$ cat src/rtl/z16_pkg.sv
// Shared widths, encodings and types for the Z16 instruction-fetch front end.
package z16_pkg;

    localparam int INSTR_W = 16;
    localparam int ADDR_W  = 16;
    localparam int ENTRY_W = ADDR_W + INSTR_W;

    // STOP is encoded as a self-loop jump: JRL 0 ZR G11
    localparam logic [INSTR_W-1:0] HALT_INSTR_DEFAULT = 16'h00FD;

    typedef enum logic {
        FETCH  = 1'b0,
        HALTED = 1'b1
    } fetch_state_t;

    typedef struct packed {
        logic [ADDR_W-1:0]  pc;
        logic [INSTR_W-1:0] instr;
    } fetch_entry_t;

    function automatic logic [ADDR_W-1:0] align_pc(input logic [ADDR_W-1:0] addr);
        return {addr[ADDR_W-1:1], 1'b0};
    endfunction

endpackage

$ cat src/rtl/z16_fetch_fifo.sv
// Small circular buffer of {pc, instr} entries between fetch and decode.
// Flush discards everything in one cycle; a full FIFO may push and pop together.
module z16_fetch_fifo
    import z16_pkg::*;
#(
    parameter int DEPTH = 2
) (
    input  logic                    clk,
    input  logic                    rst,
    input  logic                    flush,
    input  logic                    push,
    input  logic                    pop,
    input  fetch_entry_t            wr_entry,
    output fetch_entry_t            head,
    output logic [$clog2(DEPTH):0]  count
);

    localparam int PTR_W = $clog2(DEPTH);

    fetch_entry_t           mem [DEPTH];
    logic [PTR_W-1:0]       rd_ptr;
    logic [PTR_W-1:0]       wr_ptr;

    always_ff @(posedge clk) begin
        if (rst) begin
            rd_ptr <= '0;
            wr_ptr <= '0;
            count  <= '0;
            for (int i = 0; i < DEPTH; i++) begin
                mem[i] <= '0;
            end
        end else if (flush) begin
            rd_ptr <= '0;
            wr_ptr <= '0;
            count  <= '0;
        end else begin
            if (push) begin
                mem[wr_ptr] <= wr_entry;
                wr_ptr      <= wr_ptr + 1'b1;
            end
            if (pop) begin
                rd_ptr <= rd_ptr + 1'b1;
            end
            // Pointers wrap for free because DEPTH is a power of two
            case ({push, pop})
                2'b10:   count <= count + 1'b1;
                2'b01:   count <= count - 1'b1;
                default: count <= count;
            endcase
        end
    end

    assign head = mem[rd_ptr];

endmodule

$ cat src/rtl/z16_fetch_unit.sv
// Z16 instruction-fetch front end: drives the imem address, buffers {pc, instr}
// pairs for decode, handles redirects and freezes after the STOP instruction.
//
//   state  | meaning
//   FETCH  | one instruction pushed per cycle whenever the FIFO can take it
//   HALTED | STOP has been pushed; fetch frozen until redirect or reset
module z16_fetch_unit
    import z16_pkg::*;
#(
    parameter logic [ADDR_W-1:0]  RESET_PC   = 16'h0000,
    parameter int                 DEPTH      = 2,
    parameter logic [INSTR_W-1:0] HALT_INSTR = HALT_INSTR_DEFAULT
) (
    input  logic                i_clk,
    input  logic                i_rst,
    output logic [ADDR_W-1:0]   o_imem_addr,
    input  logic [INSTR_W-1:0]  i_imem_instr,
    output logic                o_valid,
    output logic [INSTR_W-1:0]  o_instr,
    output logic [ADDR_W-1:0]   o_pc,
    input  logic                i_ready,
    input  logic                i_redirect,
    input  logic [ADDR_W-1:0]   i_redirect_pc,
    output logic                o_halted
);

    localparam int CNT_W = $clog2(DEPTH) + 1;

    generate
        if (DEPTH < 2 || (DEPTH & (DEPTH - 1)) != 0) begin : g_bad_depth
            $error("z16_fetch_unit: DEPTH must be a power of two and at least 2");
        end
        if (RESET_PC[0] != 1'b0) begin : g_bad_reset_pc
            $error("z16_fetch_unit: RESET_PC must be halfword aligned");
        end
    endgenerate

    fetch_state_t       state;
    fetch_state_t       state_nxt;
    logic [ADDR_W-1:0]  fetch_pc;
    logic [CNT_W-1:0]   count;
    logic               push;
    logic               pop;
    fetch_entry_t       wr_entry;
    fetch_entry_t       head;

    assign pop  = o_valid & i_ready;
    assign push = (state == FETCH) & ~i_redirect & ((count < CNT_W'(DEPTH)) | pop);

    assign wr_entry.pc    = fetch_pc;
    assign wr_entry.instr = i_imem_instr;

    always_ff @(posedge i_clk) begin
        if (i_rst) begin
            state <= FETCH;
        end else begin
            state <= state_nxt;
        end
    end

    always_comb begin
        state_nxt = state;
        if (i_redirect) begin
            state_nxt = FETCH;
        end else if (push && (i_imem_instr == HALT_INSTR)) begin
            state_nxt = HALTED;
        end
    end

    always_comb begin
        o_halted = (state == HALTED);
    end

    always_ff @(posedge i_clk) begin
        if (i_rst) begin
            fetch_pc <= RESET_PC;
        end else if (i_redirect) begin
            fetch_pc <= align_pc(i_redirect_pc);
        end else if (push) begin
            fetch_pc <= fetch_pc + 16'd2;
        end
    end

    z16_fetch_fifo #(
        .DEPTH (DEPTH)
    ) u_fifo (
        .clk      (i_clk),
        .rst      (i_rst),
        .flush    (i_redirect),
        .push     (push),
        .pop      (pop),
        .wr_entry (wr_entry),
        .head     (head),
        .count    (count)
    );

    assign o_imem_addr = fetch_pc;
    assign o_valid     = (count != '0);
    assign o_instr     = head.instr;
    assign o_pc        = head.pc;

endmodule

$ cat config.mk
export PLATFORM = sky130hd
export DESIGN_NAME = z16_fetch_unit
export DESIGN_NICKNAME = d
export VERILOG_FILES = /design/src/rtl/z16_pkg.sv /design/src/rtl/z16_fetch_fifo.sv /design/src/rtl/z16_fetch_unit.sv
export SDC_FILE = /design/constraint.sdc
export NUM_CORES = 1
export LEC_CHECK = 0
export BUFFER_PORTS_ARGS = -buffer_cell sky130_fd_sc_hd__buf_2
export CAP_MARGIN = 20
export CORE_MARGIN = 2
export CORE_UTILIZATION = 25
export DETAILED_ROUTE_END_ITERATION = 8
export SLEW_MARGIN = 30
export SYNTH_ARGS = -nofsm -noshare
export SYNTH_HDL_FRONTEND = slang
export SYNTH_SLANG_ARGS = --single-unit
$ cat constraint.sdc
create_clock -name i_clk -period 3.7 [get_ports i_clk]
set_input_delay 0.37 -clock i_clk [delete_from_list [all_inputs] [get_ports i_clk]]
set_output_delay 0.37 -clock i_clk [all_outputs]
set_load 0.05 [all_outputs]
==> reports/metrics.sh, run 1 <==
RUN_STATUS='complete, no violations'
CRIT_FANOUT=31
WORSTREGTOREGCELLS=5
TOTAL_GR_OVERFLOW=0
FINALMAXSLEWVIOLATIONS=0
FINAL_NET_COUNT=427
LAYOUT.CORE_UTILIZATION_PCT=31.8
GRT_SETUP_UNREPAIRED='false'
CRITICAL-PATH-TOP-DELAY-FAMILY='simple AND/OR/NAND/NOR gates'
TIMING.SETUP.CRITICAL_PATH_CLASS='reg2reg'
POST_CTS_BUFFERS=0
FLOORPLAN.ROWS=45
POWER_mW=2.39
P_CLK_SHARE_PCT=39.1
WORST_HOLD_PATH.ENDPOINT='o_imem_addr[10]'
MAX_FREQ_MHz=352
TRITONCTS_CLOCK_TREE='built'
SYNTH_SEQUENTIAL_AREA_RATIO_PCT=58.3
LARGEST_NET_DEGREE_AT_THE_START_OF_GLOBAL_ROUTING=32
DETAILED_PLACEMENT_HPWL_UM=6320
CPPEAKSTAGEDELAY_PS=660
VIA_COUNT=2590
BOUNDARY_PINS=86
VDD_IR_MAX_mV=0.208
CTS_BUFFER_DEPTH=2
AREA.GROWTH.SYNTH_TO_FINAL_PCT=24.0
DETAIL_ROUTE.VIAS_PER_CELL=4.28
FIRSTDRTPASSITERS=4
PERIOD_SHARE_PCT=76.8
NET-SWITCHING-POWER_mW=0.640
GROUTE.USAGE.OVERALL_PCT=11.4
SEQPWRFRAC_PCT=46.1
PATH_BUF_INV=1
HOLD_VIOLATIONS=0
MIN_PERIOD_PS=2840
CELL_INTERNAL_PWR_mW=1.75
DP_CELLS=588
TIMING.RR.END='u_fifo.mem[1][2]'
POST_ROUTE_CELLS_DRIVE_ABOVE_1_SHARE_PCT=37.6
SLEW_HEADROOM_PCT=46.2
MEAN_SYN_CELL_AREA_UM2=12.6
NETLIST_INSTANCES=310
POSTCTSRESIZEDCELLS=0
TOTAL_CLOCK_BUFFERS_CREATED_BY_CTS=9
ROUTEDWLPERCELL_UM=15.1
BUFFER_PORTS.INSERTED=82
VIA_COUNT_OF_THE_FIRST_GLOBAL_ROUTING_PASS=2589
CLOCK_SKEW_PS=4.50
NETSWITCHINGFRACTION_PCT=26.8
REGTOREGSETUPSLACK_PS=860
SYNTH.LIB_CELLS_USED.DISTINCT=53
REQ_TIME_CRIT_PATH_PS=3670
CRITICAL_PATH.CELL_CHAIN='nor2b_1, or3_1, nor3b_4, buf_6, or2_2'
ENDPOINT_KIND='flop'
STDCELL_COUNT=605
CLOCK_LATENCY_OF_THE_LATER_CLOCKED_REGISTER_IN_THE_WORST_SKEW_PAIR_PS=340
CLK_PIN_SLEW_WORST_PATHS_PS=60
CRIT_PATH_START_KIND='flop'
POWER_DENSITY_nW_PER_UM2=492
MAPPEDNETLISTAREA_UM2=3910
DIE-WIDTH_UM=129
STATIC-LEAKAGE-POWER_nW=1.94
DRC=0
ANT_NETS=0
CTS_HTREE_LEVELS=3
HOLDCRITSTARTPOINT='i_redirect_pc[10]'
FLOORPLAN.INITIALDENSITY_PCT=25.6
ANTENNADIODECOUNT=0
HOLD_PATH_CLASS='in2reg'
POST_CTS_HOLD_BUFFER_COUNT=0
CRITPATHSLOWESTCELL='or2_2'
SETUP_VIOL_COUNT_FINAL=0
DIE_AREA_UM2=16700
CRITPATHARRIVALTIME_PS=2810
SYNTH-ASYNC-RESET-RATIO_PCT=0
DIE_H_UM=129
CTS_NUM_SINKS=83
GRT_ANTENNA_BEFORE_REPAIR=0
GRT_PASS1_WL_UM=14100
DRT_WL_TOTAL_UM=9130
CRIT-REG2REG-LAUNCH='u_fifo.count[1]'
WORST_HOLD_PATH.NUM_CELLS=3
ROUTABILITYCONGESTION=0.789
COMB_POWER_SHARE_PCT=14.8
ROOT_BUFFER='clkbuf_16'
YS_DOMINANT_REG_CELL='edfxtp_1'
NUMBER_OF_ENABLE_TYPE_REGISTER_CELLS_IN_THE_SYNTHESIZED_NETLIST=62
MAX_CAP_VIOL_COUNT=0
TIMING_WORST_SLEW_PIN_VALUE_PS=807
DRT_FIRST_ITER_VIOLATIONS=152
YS.WARNINGS.COUNT=0
PLACEABLECOREAREA_UM2=15300
FINAL_SETUP_TNS_PS=0
YS_FF_LATCH=83
## state kept, by name, indices dropped and copies added, names as in the netlist, named ones only
register / count
u_fifo.count: 2
u_fifo.mem: 62
o_halted: 1
u_fifo.rd_ptr: 1
u_fifo.wr_ptr: 1
o_imem_addr: 15
## cell usage after synthesis, types with 3 or more instances
master,count,area share [%]
clkbuf_2,4,0.51
clkbuf_1,6,0.58
nor2_1,18,1.7
clkbuf_8,3,1.1
mux2_2,31,8.9
nor4_1,3,0.48
or2_2,3,0.48
nand4_1,5,0.80
inv_1,3,0.29
or3_1,4,0.64
buf_1,3,0.29
o21ai_0,5,0.64
a311oi_1,5,1.1
nand2_1,7,0.67
edfxtp_1,62,48
dfxtp_1,21,11
xor2_1,3,0.67
xnor2_1,8,1.8
and2_1,60,9.6
and2_2,3,0.58
nor3_1,4,0.51
or4_1,3,0.58
a211oi_1,8,1.5
## power by group through the flow
stage               Sequential, mW  Clock (mW)  Combinational, mW
floorplan                     1.15           0              0.226
global placement              1.12           0              0.347
detailed placement            1.12           0              0.352
CTS                           1.10       0.960              0.353
global route                  1.11       0.998              0.378
finish                        1.10       0.933              0.353
## worst min-delay path: stages
cell	delay (ps)
buf_2	100
inv_1	40
a2111oi_0	70
## cells in the final DEF, fill, tap and decap left out, drive strengths merged, types with 7 or more instances in the layout
cell,synthesis,layout
mux2,31,31
nand2,7,7
dfxtp,21,21
edfxtp,62,62
and2,63,63
xnor2,8,8
clkbuf,13,13
a211oi,8,8
nor2,18,18
buf,7,87
## per-stage QoR
| stage | hold WS (ps) | worst slack, ps | area (um2) |
|---|---|---|---|
| 3_5_place_dp | 501 | 748 | 4510 |
| 5_1_grt | 294 | 616 | 4850 |
| 3_3_place_gp | 482 | 514 | 4500 |
| 2_1_floorplan | 470 | 547 | 3920 |
| 4_1_cts | 279 | 813 | 4820 |
| 6_report | 292 | 857 | 4850 |
## metal layers
layer	vias to the layer above	part of all wire, %	global-route usage [%]
met3	8	4.9	4.05
met1	1233	46	14.1
met5	-	0	0
met4	0	1.1	3.20
li1	1284	-	-
met2	65	48	18.8
## cell type report
type | count | area, um2
well taps | 211 | 264
repair buffers | 87 | 472
clock inverters | 3 | 43.8
inverters | 4 | 15.0
flip-flops and latches | 83 | 2280
multi-input cells | 204 | 1500
fillers | 1536 | 10400
clock buffers | 13 | 272
## worst max-delay path by stage
stage | endpoint | cells after the start | slack, ps | startpoint
2_1_floorplan | u_fifo.mem[0][0] | 4 | 550 | o_halted
3_3_place_gp | u_fifo.mem[1][5] | 5 | 510 | i_ready
3_5_place_dp | u_fifo.mem[1][6] | 6 | 750 | i_ready
4_1_cts | u_fifo.mem[1][17] | 5 | 810 | u_fifo.count[1]
5_1_grt | u_fifo.mem[1][27] | 5 | 620 | u_fifo.count[1]
6_report | u_fifo.mem[1][2] | 5 | 860 | u_fifo.count[1]
## cells by family after synthesis
logic type               Yosys count  synth area share (%)
XOR/XNOR                          11                  2.46
AO/OA/AOI/OAI                     28                  5.18
other                              1                0.0958
adder cells (fa/ha/maj)            2                 0.639
AND/OR/NAND/NOR                  130                  20.8
multiplexers                      31                  8.92
buffers and inverters             24                  3.61
flip-flops                        83                  58.3
(Power assumes the default switching activity.)
==> inputs of run 2 (changes only) <==
--- a/config.mk
+++ b/config.mk
@@ -5,6 +5,7 @@
 export SDC_FILE = /design/constraint.sdc
 export NUM_CORES = 1
 export LEC_CHECK = 0
+export ABC_AREA = 1
 export BUFFER_PORTS_ARGS = -buffer_cell sky130_fd_sc_hd__buf_2
 export CAP_MARGIN = 20
 export CORE_MARGIN = 2
==> constraint.sdc (replaced) <==
create_clock -name i_clk -period 2.5 [get_ports i_clk]
set_input_delay 0.25 -clock i_clk [delete_from_list [all_inputs] [get_ports i_clk]]
set_output_delay 0.25 -clock i_clk [all_outputs]
set_load 0.05 [all_outputs]
==> run 2 against run 1 <==
Against the previous run:
- area after synthesis rose by 3.2%
- clock power rose by 63%
- largest cell class unchanged
- register-to-register slack got worse by 70 ps
- critical endpoint is now o_instr[14]
- design area rose by 2.5%
- highest routed layer unchanged
- non-clock buffer count did not move
- routed wire length rose by 3.7%
- first-iteration DRC count rose by 9.9%
- via count rose by 14%
==> reports/metrics.sh, run 2 <==
RUN_STATUS='complete, no violations'
HOLD_PATH_CLASS='in2reg'
TRITONCTS_CLOCK_TREE='built'
FINALMAXSLEWVIOLATIONS=0
TIMING.FINAL.WS_SETUP_PS=728
SYNTH_SEQUENTIAL_AREA_RATIO_PCT=56.5
YS_DOMINANT_REG_CELL='edfxtp_1'
TIMING.SETUP.CRITICAL_PATH_CLASS='reg2out'
ROUTABILITYCONGESTION=0.847
SYNTH_COMPOUND_AREA_SHARE_PCT=4.77
CRIT-REG2REG-LAUNCH='o_halted'
MAX_CAP_VIOL_COUNT=0
DRT_FIRST_ITER_VIOLATIONS=167
SYNTH.TOP_CELLS.BY_COUNT='62 x edfxtp_1, 51 x inv_1, 50 x nand2_1, 46 x nor2_1, 31 x mux2_2'
DIE_AREA_UM2=17200
POST_SYNTH_FA_HA_MAJ_AREA_FRACTION_PCT=0.620
MAX_FLOP_REGISTER='u_fifo.mem'
FLOORPLAN.INITIALDENSITY_PCT=25.5
YS_FF_LATCH=83
NETLIST_INSTANCES=391
CLOCK_SKEW_PS=9.74
VIA_COUNT_OF_THE_FIRST_GLOBAL_ROUTING_PASS=2921
FINAL_NET_COUNT=513
MAX_FREQ_MHz=564
MEAN_SYN_CELL_AREA_UM2=10.3
ENDPOINT_KIND='output port'
DRC=0
SYNTH-ASYNC-RESET-RATIO_PCT=0
DRT_WL_TOTAL_UM=9470
ANTENNADIODECOUNT=0
SYNTH.LIB_CELLS_USED.DISTINCT=31
MAPPEDNETLISTAREA_UM2=4040
DETAIL_ROUTE.VIAS_PER_CELL=4.22
CRIT_FANOUT=17
PLACEMENT.SETUP.WORST_SLACK_PS=604
POST-SYNTH-TOP-AREA-FRACTION_PCT=46.1
CTS_NUM_SINKS=83
SETUP_VIOL_COUNT_FINAL=0
ANT_NETS=0
CRIT_PATH_START_KIND='flop'
ROUTEDWLPERCELL_UM=13.6
YOSYS.CELL_COUNT.TOP_TYPE='edfxtp_1'
BUFFER_PORTS.INSERTED=82
AREA.GROWTH.SYNTH_TO_FINAL_PCT=23.2
DETAILED_PLACEMENT_HPWL_UM=6490
GRT_SETUP_UNREPAIRED='false'
CLK_PIN_SLEW_WORST_PATHS_PS=60
CTS_HTREE_LEVELS=3
LARGEST_NET_DEGREE_AT_THE_START_OF_GLOBAL_ROUTING=32
DIE-WIDTH_UM=131
GRT_ANTENNA_BEFORE_REPAIR=0
MOST_FREQUENT_CELLS_IN_THE_LAYOUT='82 x buf_2, 62 x edfxtp_1, 51 x inv_1'
CTS_BUFFER_DEPTH=2
SYNTH_TOP_FAMILY_BY_AREA='simple AND/OR/NAND/NOR gates'
HOLDCRITSTARTPOINT='i_redirect_pc[1]'
FLOORPLAN.ROWS=46
PLACEABLECOREAREA_UM2=15800
POST_ROUTE_CELLS_DRIVE_ABOVE_1_SHARE_PCT=36.5
YS.WARNINGS.COUNT=0
SYNTH-SIMPLE-AREA-SHARE_PCT=20.2
CLOCK_LATENCY_OF_THE_LATER_CLOCKED_REGISTER_IN_THE_WORST_SKEW_PAIR_PS=340
NUMBER_OF_ENABLE_TYPE_REGISTER_CELLS_IN_THE_SYNTHESIZED_NETLIST=62
POWER_DENSITY_nW_PER_UM2=730
GRT_PASS1_WL_UM=14700
LARGEST_REG_FLOPS=62
FINAL_CELL_AREA_UM2=4970
POSTCTSRESIZEDCELLS=0
FIRSTDRTPASSITERS=4
DIE_H_UM=131
CRITPATHARRIVALTIME_PS=1520
SLEW_HEADROOM_PCT=63.1
MIN_PERIOD_PS=1770
SYNTH_TOP_CELLS_BY_AREA='edfxtp_1 46%, dfxtp_1 10%, mux2_2 8.6%'
TOTAL_GR_OVERFLOW=0
STANDARD_CELL_AREA_AFTER_DETAILED_PLACEMENT_UM2=4630
REQ_TIME_CRIT_PATH_PS=2250
GROUTE.USAGE.OVERALL_PCT=11.5
SYNTH_XOR_AREA_SHARE_PCT=0.868
TOTAL_CLOCK_BUFFERS_CREATED_BY_CTS=9
VDD_IR_MAX_mV=0.408
POST_CTS_BUFFERS=0
SYNTHMUXAREASHARE_PCT=8.65
FINAL_SETUP_TNS_PS=0
HOLD_VIOLATIONS=0
POST_CTS_HOLD_BUFFER_COUNT=0
VIA_COUNT=2940
STATIC-LEAKAGE-POWER_nW=2.14
TIMING_WORST_SLEW_PIN_VALUE_PS=553
PERIOD_SHARE_PCT=70.9
BOUNDARY_PINS=86
LAYOUT_COMMONEST_CELL='buf_2'
ROOT_BUFFER='clkbuf_16'
LIBRARY_CELL_OCCUPYING_THE_MOST_AREA_IN_THE_POST_SYNTHESIS_NETLIST='edfxtp_1'
## run 2: cell count changes in the layout (fill, tap and decap cells not counted), moves of 16 or more
cell / before / now
a21oi_1: 2 / 19
and2_1: 60 / 0
inv_1: 3 / 51
nand2_1: 7 / 50
nand3_1: 1 / 17
nor2_1: 18 / 46
nor2_2: 0 / 30
## run 2: metal layers
metal	up-vias	share of wire (%)	global-route usage [%]	wire length, um
met5	-	0	0	0
met4	0	1.4	3.75	133
met3	12	5.6	2.88	532
met2	95	47	18.7	4400
met1	1373	46	14.9	4400
li1	1460	-	-	-
## run 2: cells by family (layout without fill, tap and decap cells)
kind of cell / count (synthesis) / after routing
XOR/XNOR: 4 / 4
buffers and inverters: 68 / 156
flip-flops: 83 / 83
adder cells (fa/ha/maj): 2 / 2
AO/OA/AOI/OAI: 37 / 37
AND/OR/NAND/NOR: 165 / 165
multiplexers: 31 / 31
other: 1 / 2
## run 2: per-stage QoR
step | cells | total power, mW | hold slack, ps | util (%)
6_report | 696 | 3.63 | 198 | 31.4
3_5_place_dp | 680 | 2.14 | 494 | 29.3
5_1_grt | 696 | 3.76 | 201 | 31.4
3_3_place_gp | 680 | 2.13 | 466 | 29.3
4_1_cts | 696 | 3.67 | 184 | 31.4
2_1_floorplan | 392 | 2.01 | 319 | -
## run 2: cell type report
| cell class | count | area [um2] |
|---|---|---|
| repair buffers | 87 | 448 |
| well taps | 216 | 270 |
| clock inverters | 6 | 114 |
| flip-flops and latches | 83 | 2280 |
| clock buffers | 10 | 229 |
| fillers | 1650 | 10900 |
| multi-input cells | 241 | 1430 |
| inverters | 53 | 204 |
## run 2: where the power goes
group	internal (mW)	switching (mW)	leakage (nW)
combinational	0.129	0.382	1.15
sequential	1.56	0.0351	0.833
clock	0.978	0.546	0.159
## run 2: final timing paths
path	slack, ps	cells past startpoint	endpoint
max	730	3	o_instr[14]
min	200	3	o_imem_addr[1]
max reg2reg	790	6	u_fifo.mem[0][0]
min reg2reg	500	2	u_fifo.rd_ptr
## run 2: worst max-delay path, cell delays in order, from the launching register on
cell and delay [ps]:
dfxtp_1 330, buf_4 260, mux2_2 380, buf_2 210
==> inputs of run 3 (changes only) <==
==> constraint.sdc (replaced) <==
create_clock -name i_clk -period 1.8 [get_ports i_clk]
set_input_delay 0.18 -clock i_clk [delete_from_list [all_inputs] [get_ports i_clk]]
set_output_delay 0.18 -clock i_clk [all_outputs]
set_load 0.05 [all_outputs]
==> run 3 against run 2 <==
Against the previous run:
- design area up 0.18%
- die area did not move
- total power increased by 32%
- worst hold slack lost 86 ps
- critical path depth unchanged
- clock-buffer cell count decreased by 1
- sequential share of layout area fell by 0.056 points
- first-iteration DRC count decreased by 23%
- combinational power is 42% higher
- largest power group unchanged
- non-clock buffer count increased by 3
- flip-flop and latch count did not move
==> reports/metrics.sh, run 3 (synthesis results as in run 2) <==
CTS_BUFFER_DEPTH=2
CLOCK_LATENCY_OF_THE_LATER_CLOCKED_REGISTER_IN_THE_WORST_SKEW_PAIR_PS=340
FINAL_NET_COUNT=516
PERIOD_SHARE_PCT=95.2
FLOORPLAN.ROWS=46
TRITONCTS_CLOCK_TREE='built'
WORST_HOLD_PATH.NUM_CELLS=3
ROOT_BUFFER='clkbuf_16'
ENDPOINT_KIND='output port'
ANTENNADIODECOUNT=0
MAX_FLOP_REGISTER='u_fifo.mem'
GRT_SETUP_UNREPAIRED='false'
DIE-WIDTH_UM=131
TOTAL_GR_OVERFLOW=0
RUN_STATUS='complete, no violations'
MIN_PERIOD_PS=1710
DRT_WL_TOTAL_UM=9550
FILL_CELLS=1630
CLOCK_SKEW_PS=6.77
MULTI_INPUT_COMB_AREA_UM2=1440
CLK_PIN_SLEW_WORST_PATHS_PS=60
GRT_ANTENNA_BEFORE_REPAIR=0
ROUTEDWLPERCELL_UM=13.7
VIA_COUNT=2949
WORST_HOLD_PATH.ENDPOINT='o_imem_addr[2]'
FINALMAXSLEWVIOLATIONS=0
DRT_FIRST_ITER_VIOLATIONS=128
POWER_DENSITY_nW_PER_UM2=965
GRT_PASS1_WL_UM=14900
DRC=0
AREA.GROWTH.SYNTH_TO_FINAL_PCT=23.4
CPPEAKSTAGEDELAY_PS=380
TOTAL_CLOCK_BUFFERS_CREATED_BY_CTS=9
LAYOUT.AREA.SEQ_UM2=2280
LARGEST_NET_DEGREE_AT_THE_START_OF_GLOBAL_ROUTING=32
VDD_IR_MAX_mV=0.472
BOUNDARY_PINS=86
POST_CTS_HOLD_BUFFER_COUNT=0
CRITPATHARRIVALTIME_PS=1530
ROUTABILITYCONGESTION=0.849
HOLD_VIOLATIONS=0
POST_CTS_BUFFERS=0
CRIT-REG2REG-LAUNCH='u_fifo.count[1]'
PLACEMENT.SETUP.WORST_SLACK_PS=233
LAYOUT_COMMONEST_CELL='buf_2'
FIRSTDRTPASSITERS=4
CTS_NUM_SINKS=83
WORSTREGTOREGCELLS=6
CRIT_FANOUT=13
MAX_CAP_VIOL_COUNT=0
STATIC-LEAKAGE-POWER_nW=2.15
CRITPATHSLOWESTCELL='mux2_2'
FINAL_SETUP_TNS_PS=0
TIMING_WORST_SLEW_PIN_VALUE_PS=555
HOLDCRITSTARTPOINT='i_redirect_pc[2]'
CRITICAL_PATH.CELL_CHAIN='buf_4, mux2_2, buf_2'
GROUTE.USAGE.OVERALL_PCT=11.6
DETAILED_PLACEMENT_HPWL_UM=6560
CTS_HTREE_LEVELS=3
LARGEST_REG_FLOPS=62
PLACEABLECOREAREA_UM2=15800
SLEW_HEADROOM_PCT=63.0
SETUP_VIOL_COUNT_FINAL=0
HOLD_PATH_CLASS='in2reg'
REGTOREGSETUPSLACK_PS=230
MOST_FREQUENT_CELLS_IN_THE_LAYOUT='82 x buf_2, 62 x edfxtp_1, 51 x inv_1'
TIMING.SETUP.CRITICAL_PATH_CLASS='reg2out'
ANT_NETS=0
FLOORPLAN.INITIALDENSITY_PCT=25.5
DETAIL_ROUTE.VIAS_PER_CELL=4.22
MAX_FREQ_MHz=584
POST_ROUTE_CELLS_DRIVE_ABOVE_1_SHARE_PCT=37.7
REQ_TIME_CRIT_PATH_PS=1620
DIE_H_UM=131
VIA_COUNT_OF_THE_FIRST_GLOBAL_ROUTING_PASS=2895
TIMING.FINAL.WS_SETUP_PS=86.9
CRIT_PATH_START_KIND='flop'
TIMING.RR.END='u_fifo.mem[1][31]'
BUFFER_PORTS.INSERTED=82
DIE_AREA_UM2=17200
[run 3: changes by cell type in the layout (fill, tap and decap cells not counted), sizes merged]
| cell | delta |
|---|---|
| buf | +3 |
| clkbuf | -1 |
| clkinv | +1 |
| inv | +2 |
| bufinv | -2 |
[run 3: worst max-delay path by stage]
stage | startpoint | endpoint | cells after the start
after CTS | flop | o_pc[5] | 3
after floorplan | o_halted | u_fifo.mem[0][0] | 6
final | flop | o_pc[6] | 3
after global placement | u_fifo.count[1] | u_fifo.mem[1][0] | 6
after detailed placement | u_fifo.count[1] | u_fifo.mem[1][0] | 6
after global routing | flop | o_pc[6] | 3
[run 3: where the power goes]
| part | leakage [nW] | switching (mW) | internal (mW) |
|---|---|---|---|
| clock | 0.142 | 0.784 | 1.08 |
| sequential | 0.833 | 0.0491 | 2.17 |
| combinational | 1.17 | 0.534 | 0.189 |
[run 3: per-stage QoR]
stage | instances | power [mW] | cell area, um2 | utilization, % | hold WS [ps]
2_1_floorplan | 392 | 2.79 | 4050 | - | 249
3_3_place_gp | 683 | 2.98 | 4680 | 29.5 | 456
3_5_place_dp | 683 | 2.99 | 4680 | 29.5 | 470
4_1_cts | 699 | 4.87 | 4980 | 31.5 | 102
5_1_grt | 699 | 5.00 | 4980 | 31.5 | 105
6_report | 699 | 4.81 | 4980 | 31.5 | 111
[run 3: repair_timing]
action / 4_1_cts / 5_1_grt
resized for setup: 0 / 1
hold endpoints to repair: 0 / 0
setup endpoints to repair: 0 / 17
[run 3: final cells by class]
| class | count | share of cell area (%) |
|---|---|---|
| repair buffers | 90 | 9.77 |
| well taps | 216 | 5.42 |
| inverters | 53 | 4.09 |
| clock buffers | 9 | 4.52 |
| flip-flops and latches | 83 | 45.8 |
| multi-input cells | 241 | 28.8 |
| clock inverters | 7 | 1.53 |
[run 3: metal layers]
metal  GRT usage, %  share of wire, %  wire (um)  vias to the layer above
li1               -                 -          -                     1469
met1           14.5                46       4390                     1381
met2           19.4                47       4510                       92
met3           3.77               6.0        569                        7
met5              0                 0          0                        -
met4           3.00              0.82         78                        0
[run 3: worst max-delay path, delay by kind of cell (launching register included)]
kind	cells	cell delay (ps)
buffers and inverters	2	460
multiplexers	1	380
flip-flops	1	360
